`src/rtl/bpf_reorder_pkg.sv`:
```
// Shared reorder/verdict types: packet status codes, per-slot state and the state->status mapping.
// Pure declarations, no timing or flow control of its own.
package bpf_reorder_pkg;

  localparam logic [1:0] PENDING  = 2'b00;
  localparam logic [1:0] REJECTED = 2'b01;
  localparam logic [1:0] ACCEPTED = 2'b11;

  typedef enum logic [1:0] {
    FREE = 2'd0,
    WAIT = 2'd1,
    ACC  = 2'd2,
    REJ  = 2'd3
  } slot_state_e;

  function automatic logic [1:0] slot_status(input slot_state_e s);
    case (s)
      ACC:     return ACCEPTED;
      REJ:     return REJECTED;
      default: return PENDING;
    endcase
  endfunction

endpackage

```
`src/rtl/verdict_tracker_rr_arbiter.sv`:
```
// Round-robin arbiter: combinational one-hot grant starting after the last winner.
// Zero latency; the pointer only advances on a grant, so held requests are served fairly.
module rr_arbiter #(
  parameter int NUM_CORES = 4
) (
  input  logic                 clk,
  input  logic                 rst,
  input  logic [NUM_CORES-1:0] req,
  output logic [NUM_CORES-1:0] gnt
);

  localparam int PW = (NUM_CORES > 1) ? $clog2(NUM_CORES) : 1;

  logic [PW-1:0] ptr_q, ptr_d;
  int            best;
  int            win;

  // Winner is the requester at the smallest cyclic distance from the pointer.
  always_comb begin
    best  = NUM_CORES;
    win   = 0;
    gnt   = '0;
    ptr_d = ptr_q;
    for (int j = 0; j < NUM_CORES; j++) begin
      if (req[j] && (((j + NUM_CORES - int'(ptr_q)) % NUM_CORES) < best)) begin
        best = (j + NUM_CORES - int'(ptr_q)) % NUM_CORES;
        win  = j;
      end
    end
    for (int j = 0; j < NUM_CORES; j++) begin
      gnt[j] = (best < NUM_CORES) && (win == j);
    end
    if (best < NUM_CORES) begin
      ptr_d = PW'((win + 1) % NUM_CORES);
    end
  end

  always_ff @(posedge clk) begin
    if (!rst) begin
      ptr_q <= '0;
    end else begin
      ptr_q <= ptr_d;
    end
  end

endmodule

```
`src/rtl/verdict_tracker.sv`:
```
// Reorder-tag allocator and verdict collector for circular_buffer; state visible one cycle after each handshake.
// Grants/ready are combinational, alloc stalls while full; optional counters under VERDICT_TRACKER_STATS_EN.
module verdict_tracker
  import bpf_reorder_pkg::*;
#(
  parameter int TAG_WIDTH            = 6,
  parameter int CIRCULAR_BUFFER_SIZE = 50,
  parameter int NUM_CORES            = 4
) (
  input  logic                           clk,
  input  logic                           rst,
  input  logic                           alloc_req,
  output logic                           alloc_gnt,
  output logic [TAG_WIDTH-1:0]           alloc_tag,
  input  logic [NUM_CORES-1:0]           verdict_valid,
  input  logic [NUM_CORES*TAG_WIDTH-1:0] verdict_tag,
  input  logic [NUM_CORES-1:0]           verdict_accept,
  output logic [NUM_CORES-1:0]           verdict_ready,
  input  logic [TAG_WIDTH-1:0]           reorder_tag_out,
  output logic [1:0]                     packet_status,
  output logic [TAG_WIDTH:0]             occupancy,
`ifdef VERDICT_TRACKER_STATS_EN
  output logic [31:0]                    stat_accepted,
  output logic [31:0]                    stat_rejected,
  output logic [31:0]                    stat_errors,
`endif
  output logic                           err_verdict
);

  // Slot array spans the whole tag space so any tag indexes it safely.
  localparam int                   NUM_SLOTS = 2 ** TAG_WIDTH;
  localparam logic [TAG_WIDTH:0]   SIZE_W    = (TAG_WIDTH+1)'(CIRCULAR_BUFFER_SIZE);
  localparam logic [TAG_WIDTH-1:0] LAST_TAG  = TAG_WIDTH'(CIRCULAR_BUFFER_SIZE - 1);

  slot_state_e          slot_q [NUM_SLOTS];
  slot_state_e          slot_d [NUM_SLOTS];
  logic [TAG_WIDTH-1:0] head_q, head_d;
  logic [TAG_WIDTH-1:0] prev_tag_q, prev_tag_d;
  logic [TAG_WIDTH:0]   occ_q, occ_d;
  logic                 err_q, err_d;

  logic                 release_evt;
  logic                 vld_any;
  logic                 verdict_bad;
  logic                 sel_acc;
  logic [TAG_WIDTH-1:0] sel_tag;
  logic [NUM_CORES-1:0] arb_req;

  assign arb_req     = rst ? verdict_valid : '0;
  assign alloc_gnt   = rst && alloc_req && (occ_q < SIZE_W);
  assign alloc_tag   = head_q;
  assign occupancy   = occ_q;
  assign err_verdict = err_q;
  assign release_evt = (reorder_tag_out != prev_tag_q);

  assign packet_status = ({1'b0, reorder_tag_out} < SIZE_W) ? slot_status(slot_q[reorder_tag_out])
                                                            : PENDING;

  rr_arbiter #(.NUM_CORES(NUM_CORES)) u_arb (
    .clk (clk),
    .rst (rst),
    .req (arb_req),
    .gnt (verdict_ready)
  );

  always_comb begin
    sel_tag = '0;
    sel_acc = 1'b0;
    for (int j = 0; j < NUM_CORES; j++) begin
      if (verdict_ready[j]) begin
        sel_tag = verdict_tag[j*TAG_WIDTH +: TAG_WIDTH];
        sel_acc = verdict_accept[j];
      end
    end
    vld_any     = |verdict_ready;
    // A verdict racing the release of its own slot loses.
    verdict_bad = ({1'b0, sel_tag} >= SIZE_W) || (slot_q[sel_tag] != WAIT) ||
                  (release_evt && (sel_tag == prev_tag_q));
  end

  always_comb begin
    slot_d     = slot_q;
    head_d     = head_q;
    prev_tag_d = reorder_tag_out;
    err_d      = err_q;
    occ_d      = occ_q + (TAG_WIDTH+1)'(alloc_gnt) - (TAG_WIDTH+1)'(release_evt);
    if (release_evt) begin
      slot_d[prev_tag_q] = FREE;
    end
    if (vld_any) begin
      if (verdict_bad) begin
        err_d = 1'b1;
      end else begin
        slot_d[sel_tag] = sel_acc ? ACC : REJ;
      end
    end
    if (alloc_gnt) begin
      slot_d[head_q] = WAIT;
      head_d         = (head_q == LAST_TAG) ? '0 : head_q + 1'b1;
    end
  end

  always_ff @(posedge clk) begin
    if (!rst) begin
      for (int i = 0; i < NUM_SLOTS; i++) begin
        slot_q[i] <= FREE;
      end
      head_q     <= '0;
      prev_tag_q <= '0;
      occ_q      <= '0;
      err_q      <= 1'b0;
    end else begin
      slot_q     <= slot_d;
      head_q     <= head_d;
      prev_tag_q <= prev_tag_d;
      occ_q      <= occ_d;
      err_q      <= err_d;
    end
  end

`ifdef VERDICT_TRACKER_STATS_EN
  logic [31:0] stat_acc_q, stat_acc_d;
  logic [31:0] stat_rej_q, stat_rej_d;
  logic [31:0] stat_err_q, stat_err_d;

  always_comb begin
    stat_acc_d = stat_acc_q;
    stat_rej_d = stat_rej_q;
    stat_err_d = stat_err_q;
    if (vld_any && verdict_bad && (stat_err_q != '1)) begin
      stat_err_d = stat_err_q + 32'd1;
    end
    if (vld_any && !verdict_bad && sel_acc && (stat_acc_q != '1)) begin
      stat_acc_d = stat_acc_q + 32'd1;
    end
    if (vld_any && !verdict_bad && !sel_acc && (stat_rej_q != '1)) begin
      stat_rej_d = stat_rej_q + 32'd1;
    end
  end

  always_ff @(posedge clk) begin
    if (!rst) begin
      stat_acc_q <= '0;
      stat_rej_q <= '0;
      stat_err_q <= '0;
    end else begin
      stat_acc_q <= stat_acc_d;
      stat_rej_q <= stat_rej_d;
      stat_err_q <= stat_err_d;
    end
  end

  assign stat_accepted = stat_acc_q;
  assign stat_rejected = stat_rej_q;
  assign stat_errors   = stat_err_q;
`endif

endmodule
```
`config.mk`:
```
export PLATFORM = sky130hd
export DESIGN_NAME = verdict_tracker
export DESIGN_NICKNAME = d
export VERILOG_FILES = /design/src/rtl/bpf_reorder_pkg.sv /design/src/rtl/verdict_tracker_rr_arbiter.sv /design/src/rtl/verdict_tracker.sv
export SDC_FILE = /design/constraint.sdc
export NUM_CORES = 1
export LEC_CHECK = 0
export BUFFER_PORTS_ARGS = -buffer_cell sky130_fd_sc_hd__buf_2
export CAP_MARGIN = 40
export CORE_MARGIN = 3
export CORE_UTILIZATION = 36
export CTS_CLUSTER_SIZE = 12
export DETAILED_ROUTE_END_ITERATION = 16
export GPL_TIMING_DRIVEN = 0
export HOLD_SLACK_MARGIN = 0.1
export PLACE_DENSITY = 0.58
export SYNTH_ARGS = -nofsm -noshare
export SYNTH_HDL_FRONTEND = slang
export SYNTH_SLANG_ARGS = --single-unit
```
`constraint.sdc`:
```
create_clock -name clk -period 6.55 [get_ports clk]
set_clock_uncertainty 0.15 [all_clocks]
set_input_delay 1.31 -clock clk [delete_from_list [all_inputs] [get_ports clk]]
set_output_delay 1.31 -clock clk [all_outputs]
set_load 0.02 [all_outputs]
```
==> metrics <==
status=finished with violations; failing checks=negative setup slack; Rows=57; CP max stage cell=or4_4; Layout Nets=1300; Critical Path RT=6.71 ns; DIE AREA=around 27000 um2; H-tree depth=4; Synth Register Bits=roughly 140; Area after DPL=10140 um2; detailed placer's ending HPWL=32970 um; sequential fraction of the synthesis area=30.47%; core area=24530 um2; utilization after layout=roughly half; wire per inst=29.49 um; min Tclk post-route=6.558 ns; setup ws final=-0.008376 ns; clock sinks=138; CP startpoint kind=primary input; area of the multi-input gates=between 6000 and 7000 um2; drt first pass iters=6; P&R area growth vs syn=31.80%; Avg Cell Area, Syn=8.287 um2; Root Driver=clkbuf_16; Die H=164.7 um; largest family of logic cells by synthesized area=compound AO/OA/AOI/OAI gates; crit share post-route=100.1%; Die Width=164.7 um; CTS clk-pin slew, worst paths=0.06 ns; I/O pin count=62; FF/Latch Area=between 2000 and 3000 um2; largest net degree at the start of global routing=17; Iter 0 DRT Violations=1583; Fill cells=2433; multiplexer area fraction after synthesis=10.31%; Post-synth EDFFs=0; RePlAce Congestion=1.039; number of buffers and inverters on the critical path=6; total number of vias=10560; Syn Nets=~1200; critical path peak fanout=10; gr usage total=33.56%; total of max-cap violations=0; VDD IR max=around 140 uV; Crit path largest cell delay=0.66 ns; Top Usage Layer GRT=met2; DR vias/cell=6.696; first-pass GRT wire length=65710 um; Initial Util=a little under two fifths; Worst-Skew Late Latency=0.44 ns; CTS Hold Buffers Added=0; Final Hold Fails=0; Cell variety after synth=75; Fmax achieved=about 150 MHz; Synth Flop Type=dfxtp_1; Hold WC Path Type=reg2reg; Pins Over Slew Limit=0; Finished Cell Area=11950 um2; Clock Path Buffers=2; met2 usage=50.15%; Compound-Gate Fraction of Synth Area=25.89%; Final Setup Violations=1; # port buffers=56; Crit Path Class=in2reg; Synth Area in Adders=2.843%; grt met3 use=8.603%; family with the most delay on the worst path=simple AND/OR/NAND/NOR gates; CTS tree=done; DR DRC count=0; asr flop ratio synth=0%; initial antenna violation count=1; RSZ-0062 raised after global routing=true; post-route ant nets=0; simple-gate share of the synthesized area=22.62%; layout cells sized above 1=27.72%; xor/xnor share of the synthesized area=2.222%; worst path arrival time=roughly 6.7 ns; CTS Buf Count=17; Rel. slew slack=approximately a third; vias in the first global route=9687; pwr/cell area=289.3 nW/um2; grt ovf=0; CP Capture Type=register; cell count after synthesis=1094; Yosys warning count=0; M1 GR Usage=43.00%; Slew @ Worst Pin=0.9797 ns; Synth Cell Area=9066 um2; final WL=46510 um; Pleak=4.186 nW
## per-layer routing
layer,up-vias,wire [um]
met2,865,19490
met5,-,0
met3,241,5732
met4,0,3812
met1,5016,17470
li1,4438,-
## synth_stat cells, drive strengths merged, types with 28 or more instances
master	count	area share (%)
a21oi	34	1.9
buf	28	1.6
clkbuf	72	3.0
dfxtp	138	30
mux4	37	9.2
nand2	154	6.5
nand3	41	2.3
nor2	47	2.1
nor3	34	1.9
o211ai	52	4.3
o21ai	83	4.6
o31ai	30	2.5
## sequential cells by signal, indices dropped and copies added, names as in the netlist
signal / flops
err_verdict: 1
slot_q: 116
prev_tag_q: 6
u_arb.ptr_q: 2
occupancy: 7
alloc_tag: 6
## where the power goes
group / switching (mW) / leakage (nW) / internal [mW] / total [mW]
clock network: 0.430 / 0.338 / 0.740 / 1.17
logic: 0.870 / 2.73 / 0.510 / 1.38
registers: 0.0337 / 1.12 / 0.874 / 0.907
total: 1.33 / 4.19 / 2.12 / 3.46
## through the flow
step,hold slack [ns],cells,total power [mW],setup WS (ns),TNS (ns)
global placement,0.3168,1474,1.920,-2.738,-217.68
global route,0.3560,1576,3.541,-0.2618,-12.77
detailed placement,0.3229,1504,1.951,-1.760,-144.96
finish,0.3308,1577,3.457,-0.008376,-0.008376
CTS,0.3315,1547,3.265,-0.05296,-0.1575
floorplan,0.2965,1094,1.555,0.01301,0
## kinds of logic (layout without fill, tap and decap cells)
logic type                 after synthesis  after routing
and+or+nand+nor                        410            411
AOI/OAI and AO/OA                      331            331
DFF                                    138            138
buffers and inverters                  125            282
muxes                                   47             47
xor gates and xnor gates                23             23
adders and majority gates               20             20
other                                    0              1
## final cells by class
| type | instances | share of cell area, % |
|---|---|---|
| Buffer | 94 | 5.194 |
| Timing Repair Buffer | 131 | 8.010 |
| Inverter | 25 | 0.9319 |
| Antenna cell | 1 | 0.02094 |
| Clock buffer | 19 | 3.791 |
| Sequential cell | 138 | 23.12 |
| Multi-Input combinational cell | 832 | 53.52 |
| Clock inverter | 13 | 2.021 |
| Tap cell | 324 | 3.393 |
## placed cells by master, fill, tap and decap left out, types with 17 or more instances in the layout
cell type	count
nand2_1	142
dfxtp_1	138
o21ai_0	77
buf_2	62
clkbuf_1	53
o211ai_1	52
buf_4	51
nand3_1	41
nor2_1	40
mux4_2	37
buf_6	30
nor3_1	29
a21oi_1	28
and2_1	25
o2111ai_1	24
inv_1	22
clkbuf_16	17
## worst reg2reg max path, stage by stage (launching register included)
cell	delay [ns]
dfxtp_1	0.46
nand2_1	0.17
o32ai_4	0.32
nand2_2	0.10
ha_4	0.27
a21oi_2	0.05
o211ai_1	0.28
nand3_1	0.10
and2_1	0.18
ha_1	0.29
a21oi_2	0.05
o211ai_1	0.29
nand2_2	0.17
buf_6	0.16
ha_4	0.16
buf_6	0.13
nor3b_4	0.16
a311oi_4	0.48
nand2_2	0.16
buf_8	0.16
nand2_1	0.09
o22ai_2	0.09
o31a_1	0.26
or4_4	0.66
clkbuf_8	0.26
nor4_2	0.31
o21ai_0	0.12
## worst paths after layout
kind                                from                     to  slack (ns)  depth (start not counted)
max                     verdict_valid[0]  slot_q[62]$_SDFF_PN0_      -0.008                         29
min                 slot_q[8]$_SDFF_PN0_   slot_q[8]$_SDFF_PN0_        0.33                          2
max reg2reg  u_arb.ptr_q[0]$_SDFFE_PN0N_  slot_q[62]$_SDFF_PN0_        0.33                         26
min reg2reg         slot_q[8]$_SDFF_PN0_   slot_q[8]$_SDFF_PN0_        0.33                          2
## timing repair
action	in CTS	in global routing
gates resized for setup	82	122
gates cloned	1	3
setup endpoints to repair	101	101
pin swaps	13	46
setup buffers	15	26
Power figures use the tool's default switching activity.
